===== src/rtl/kvdecompressor_core.sv =====
// KV-cache INT8 -> INT16 dequantizer with an OBI master port.
// Define KVDECOMP_ROUND_EN for round-half-up instead of floor.
module kvdecompressor_core #(
  parameter int unsigned VECTOR_MAX_LEN = 512,
  parameter int unsigned FRAC_BITS      = 8
) (
  input  logic        clk_i,
  input  logic        rst_ni,
  input  logic        start_i,
  input  logic [15:0] scale_i,
  input  logic [7:0]  zp_i,
  input  logic [31:0] src_addr_i,
  input  logic [31:0] dst_addr_i,
  input  logic [31:0] length_i,
  input  logic        int_en_i,
  output logic        busy_o,
  output logic        done_o,
  output logic        err_o,
  output logic        irq_o,
  output logic        mem_req_o,
  input  logic        mem_gnt_i,
  output logic [31:0] mem_addr_o,
  output logic        mem_we_o,
  output logic [3:0]  mem_be_o,
  output logic [31:0] mem_wdata_o,
  input  logic        mem_rvalid_i,
  input  logic [31:0] mem_rdata_i,
  input  logic        mem_err_i
);

  localparam int LW = $clog2(VECTOR_MAX_LEN + 1);
  localparam int YW = 26 - FRAC_BITS;

  typedef enum logic [2:0] {
    IDLE,
    READ_REQ,
    READ_WAIT,
    WRITE_REQ,
    WRITE_WAIT,
    FINISH
  } state_t;

  state_t        state;
  logic [15:0]   scale_q;
  logic [7:0]    zp_q;
  logic [31:0]   src_q;
  logic [31:0]   dst_q;
  logic [LW-1:0] len_q;
  logic [LW-1:0] cnt;
  logic [31:0]   src_off;
  logic [31:0]   dst_off;
  logic [15:0]   hi_q;
  logic          half;

  logic [LW-1:0] len_c;
  logic [LW-1:0] cnt_n;
  logic [LW:0]   cnt_sum;

  assign mem_be_o = 4'hF;

  always_comb begin
    len_c = length_i[LW-1:0];
    if (length_i > 32'(VECTOR_MAX_LEN)) begin
      len_c = LW'(VECTOR_MAX_LEN);
    end
    cnt_sum = {1'b0, cnt} + (LW+1)'(2);
    cnt_n   = cnt_sum[LW-1:0];
    if (cnt_sum >= {1'b0, len_q}) begin
      cnt_n = len_q;
    end
  end

  function automatic logic [15:0] deq(input logic [7:0] q);
    logic signed [8:0]    d;
    logic signed [25:0]   dx;
    logic signed [25:0]   sx;
    logic signed [25:0]   p;
    logic signed [YW-1:0] y;
    logic [15:0]          r;
    d  = $signed({q[7], q}) - $signed({zp_q[7], zp_q});
    dx = 26'(d);
    sx = 26'($signed({1'b0, scale_q}));
    p  = dx * sx;
`ifdef KVDECOMP_ROUND_EN
    p  = p + (26'sd1 <<< (FRAC_BITS - 1));
`endif
    y  = p[25:FRAC_BITS];
    r  = y[15:0];
    if (y[YW-1] && !(&y[YW-1:15])) begin
      r = 16'h8000;
    end else if (!y[YW-1] && (|y[YW-1:15])) begin
      r = 16'h7FFF;
    end
    return r;
  endfunction

  // elements at or past the length pack as zero
  function automatic logic [31:0] pack(
    input logic [15:0]   b,
    input logic [LW-1:0] base
  );
    logic [LW:0] i0;
    logic [LW:0] i1;
    logic [15:0] lo;
    logic [15:0] hi;
    i0 = {1'b0, base};
    i1 = i0 + (LW+1)'(1);
    lo = (i0 < {1'b0, len_q}) ? deq(b[7:0])  : 16'h0;
    hi = (i1 < {1'b0, len_q}) ? deq(b[15:8]) : 16'h0;
    return {hi, lo};
  endfunction

  always_ff @(posedge clk_i) begin
    if (!rst_ni) begin
      state       <= IDLE;
      scale_q     <= '0;
      zp_q        <= '0;
      src_q       <= '0;
      dst_q       <= '0;
      len_q       <= '0;
      cnt         <= '0;
      src_off     <= '0;
      dst_off     <= '0;
      hi_q        <= '0;
      half        <= 1'b0;
      busy_o      <= 1'b0;
      done_o      <= 1'b0;
      err_o       <= 1'b0;
      irq_o       <= 1'b0;
      mem_req_o   <= 1'b0;
      mem_addr_o  <= '0;
      mem_we_o    <= 1'b0;
      mem_wdata_o <= '0;
    end else begin
      irq_o <= 1'b0;
      unique case (state)
        IDLE: begin
          if (start_i) begin
            scale_q <= scale_i;
            zp_q    <= zp_i;
            src_q   <= src_addr_i;
            dst_q   <= dst_addr_i;
            len_q   <= len_c;
            cnt     <= '0;
            src_off <= '0;
            dst_off <= '0;
            half    <= 1'b0;
            err_o   <= 1'b0;
            if (len_c == '0) begin
              state  <= FINISH;
              done_o <= 1'b1;
              irq_o  <= int_en_i;
            end else begin
              state      <= READ_REQ;
              busy_o     <= 1'b1;
              mem_req_o  <= 1'b1;
              mem_we_o   <= 1'b0;
              mem_addr_o <= src_addr_i;
            end
          end
        end
        READ_REQ: begin
          if (mem_gnt_i) begin
            state     <= READ_WAIT;
            mem_req_o <= 1'b0;
          end
        end
        READ_WAIT: begin
          if (mem_rvalid_i) begin
            if (mem_err_i) begin
              state    <= FINISH;
              err_o    <= 1'b1;
              busy_o   <= 1'b0;
              done_o   <= 1'b1;
              irq_o    <= int_en_i;
              mem_we_o <= 1'b0;
            end else begin
              hi_q        <= mem_rdata_i[31:16];
              src_off     <= src_off + 32'd4;
              half        <= 1'b0;
              state       <= WRITE_REQ;
              mem_req_o   <= 1'b1;
              mem_we_o    <= 1'b1;
              mem_addr_o  <= dst_q + dst_off;
              mem_wdata_o <= pack(mem_rdata_i[15:0], cnt);
            end
          end
        end
        WRITE_REQ: begin
          if (mem_gnt_i) begin
            state     <= WRITE_WAIT;
            mem_req_o <= 1'b0;
          end
        end
        WRITE_WAIT: begin
          if (mem_rvalid_i) begin
            if (mem_err_i) begin
              state    <= FINISH;
              err_o    <= 1'b1;
              busy_o   <= 1'b0;
              done_o   <= 1'b1;
              irq_o    <= int_en_i;
              mem_we_o <= 1'b0;
            end else begin
              dst_off <= dst_off + 32'd4;
              cnt     <= cnt_n;
              if (cnt_n >= len_q) begin
                state    <= FINISH;
                busy_o   <= 1'b0;
                done_o   <= 1'b1;
                irq_o    <= int_en_i;
                mem_we_o <= 1'b0;
              end else if (!half) begin
                half        <= 1'b1;
                state       <= WRITE_REQ;
                mem_req_o   <= 1'b1;
                mem_we_o    <= 1'b1;
                mem_addr_o  <= dst_q + dst_off + 32'd4;
                mem_wdata_o <= pack(hi_q, cnt_n);
              end else begin
                state      <= READ_REQ;
                mem_req_o  <= 1'b1;
                mem_we_o   <= 1'b0;
                mem_addr_o <= src_q + src_off;
              end
            end
          end
        end
        FINISH: begin
          if (!start_i) begin
            state  <= IDLE;
            done_o <= 1'b0;
          end
        end
        default: state <= IDLE;
      endcase
    end
  end

endmodule


===== config.mk =====
export PLATFORM = sky130hd
export DESIGN_NAME = kvdecompressor_core
export DESIGN_NICKNAME = d
export VERILOG_FILES = /design/src/rtl/kvdecompressor_core.sv
export SDC_FILE = /design/constraint.sdc
export NUM_CORES = 2
export LEC_CHECK = 0
export ABC_AREA = 1
export BUFFER_PORTS_ARGS = -buffer_cell sky130_fd_sc_hd__buf_4
export CAP_MARGIN = 20
export CORE_MARGIN = 2
export CORE_UTILIZATION = 65
export DETAILED_ROUTE_END_ITERATION = 8
export HOLD_SLACK_MARGIN = 0.08
export PLACE_DENSITY = 0.9
export RECOVER_POWER = 50
export SYNTH_ARGS = -nofsm -noshare
export SYNTH_HDL_FRONTEND = slang
export SYNTH_SLANG_ARGS = --single-unit

===== constraint.sdc =====
create_clock -name clk_i -period 12.7 [get_ports clk_i]
set_clock_uncertainty 0.2 [all_clocks]
set_input_delay 1.27 -clock clk_i [delete_from_list [all_inputs] [get_ports clk_i]]
set_output_delay 1.27 -clock clk_i [all_outputs]
set_load 0.01 [all_outputs]

==> results.json <==
{
  "status": "finished, violations left",
  "violations": "max-capacitance violations, max-slew violations",
  "wl_um": 121000,
  "grt_setup_unrepaired": "no",
  "synth_seq_area_share_pct": 13.5,
  "period_needed_ns": 8.28,
  "cts_setup_buffers": 0,
  "antenna_found_initial": 1,
  "grt_pass1_vias": 37092,
  "start_util_pct": 65.9,
  "routed.top_layer": "met4",
  "synth-edff-count": 0,
  "drv_cap": 3,
  "drv_slew": 183,
  "critPathRequiredTime_ns": 12.99,
  "hpwlAfterDp_um": 92600,
  "diodes": 0,
  "firstDrtPassIters": 6,
  "endpoint_kind": "register",
  "die_area_sq_um": 60700,
  "io-pin-count": 233,
  "drive_above_1_share_pct": 6.45,
  "coreArea_sq_um": 57900,
  "yosys_most_used_dff": "dfxtp_1",
  "overflow": 0,
  "cts_max_path_buffers": 3,
  "ys_types": 64,
  "clock-root-buffer": "clkbuf_16",
  "num_rows": 88,
  "worstPathArrival_ns": 8.57,
  "final_common_cell": "nand2_1",
  "fp.dieW_um": 246,
  "grt_pass1_wl_um": 193000,
  "routedWlPerCell_um": 18.8,
  "grt_max_degree": 94,
  "async_flop_share_pct": 0,
  "utilization_pct": 71.0,
  "ys_seq_elements": 258,
  "holdBufCountCts": 0,
  "wl_met2_um": 53500,
  "drt-initial-drc-count": 3954,
  "ys_warn_count": 0,
  "h-tree-depth": 1,
  "hold_path.class": "reg -> reg",
  "clock.fmax_mhz": 121,
  "cp_common_cell": "nand2_1",
  "syn-mean-instance-area_sq_um": 6.92,
  "cts_resized": 0,
  "syn_inst": 5515,
  "routed-wl-met3_um": 14500,
  "worst_pin_slew_ns": 4.47,
  "critPathKind": "reg -> reg",
  "synthesis.area_sq_um": 38200,
  "crit_slowest_cell": "dfxtp_1",
  "clk_pin_slew_ns": 0.06,
  "period_share_pct": 65.2,
  "slew_headroom_pct": -198,
  "antenna_left": 0,
  "area_delta_synth_final_pct": 7.73,
  "drc": 0,
  "gp_congestion": 1.00,
  "path_max_fanout": 15,
  "grt_usage_pct": 39.8,
  "layout_common_cells": "nand2_1, inv_1, nor2_1, ha_1, fa_1",
  "wl_met1_um": 45800,
  "worst_path_largest_cell_delay_ns": 0.68,
  "via_count": 38084,
  "clock_latency_ns": 0.61,
  "cts_sinks": 258,
  "tritoncts": "yes",
  "worstSetupStartpointType": "register",
  "io_buffers": 228,
  "hold_viol": 0,
  "setup_viol": 0,
  "setup_tns_ns": 0,
  "cts_inserted_buffers": 30,
  "viasPerCell": 5.94,
  "fin_nets": 6580,
  "holdWs_ns": 0.261,
  "dieHeight_um": 246
}
-- routing by layer --
metal	track usage (%)	vias to the layer above
li1	-	17661
met1	51.4	17688
met2	63.3	2292
met3	8.77	443
met4	19.3	0
met5	0	-
-- synthesized netlist by cell type, drive strengths merged (7+ instances only) --
cell type | n | area share, %
xor2 | 58 | 1.4
xnor2 | 38 | 0.87
o21a | 38 | 0.75
nand3b | 18 | 0.35
o21ai | 246 | 3.2
dfxtp | 258 | 14
ha | 401 | 13
nor4 | 21 | 0.46
buf | 37 | 0.62
a21o | 19 | 0.37
nand4 | 101 | 1.7
nand2 | 1307 | 13
o22ai | 20 | 0.33
a31oi | 23 | 0.38
o211ai | 8 | 0.16
clkinv | 7 | 0.072
a22o | 35 | 0.80
or2 | 27 | 0.44
nor2 | 690 | 7.1
inv | 917 | 9.0
nor3 | 91 | 1.3
nand3 | 242 | 3.4
o21bai | 26 | 0.52
clkbuf | 152 | 1.5
a21oi | 293 | 3.9
a211oi | 11 | 0.25
and2 | 11 | 0.18
fa | 396 | 21
-- stage by stage --
stage	setup slack, ns	instances	instance area (sq um)
6_report	4.42	6412	41100
5_1_grt	3.97	6412	41100
4_1_cts	4.61	6411	41500
3_5_place_dp	4.08	6356	40300
3_3_place_gp	4.31	6356	40300
2_1_floorplan	4.82	5518	38200
-- area by class of cell --
cell class	instances	area, sq um
tap	765	957
multi-input combinational	4147	28700
clock buffer	44	925
timing repair buffer	263	1700
clock inverter	11	210
sequential	258	5160
fill	4764	16800
inverter	924	3470
-- logic make-up (layout without fill, tap and decap cells) --
logic type	after synthesis	count (layout)	synth area share, %
AO/OA/AOI/OAI	737	737	11.1
AND/OR/NAND/NOR	2513	2513	28.0
buffers and inverters	1113	1242	11.2
flip-flops	258	258	13.5
other	1	4	0.00982
XOR/XNOR	96	96	2.24
adder cells (fa/ha/maj)	797	797	33.9
-- path summary, 6_finish.rpt --
kind         slack (ns)               to  cells past startpoint    start
max                4.42  mem_wdata_o[18]                     35  zp_q[1]
min                0.26          hi_q[0]                      2  hi_q[0]
max reg2reg        4.42  mem_wdata_o[18]                     35  zp_q[1]
min reg2reg        0.26          hi_q[0]                      2  hi_q[0]
-- sequential cells by signal (all words and copies together) (netlist names), 3 cells and up --
signal / count
src_q: 32
scale_q: 16
cnt: 10
mem_wdata_o: 32
src_off: 30
state: 3
dst_off: 30
dst_q: 32
len_q: 10
hi_q: 16
zp_q: 8
mem_addr_o: 32
-- worst max-delay path: cells and delay by family, from the launching register on --
kind	cells	cell delay [ns]
DFF	1	0.68
adders and majority gates	7	3.30
buffers and inverters	7	0.72
AOI/OAI and AO/OA	4	0.54
and+or+nand+nor	17	2.72
Power is left out: the tool's default activity adds up to more than one toggle a clock period on the data nets, which glitch-free logic cannot reach.
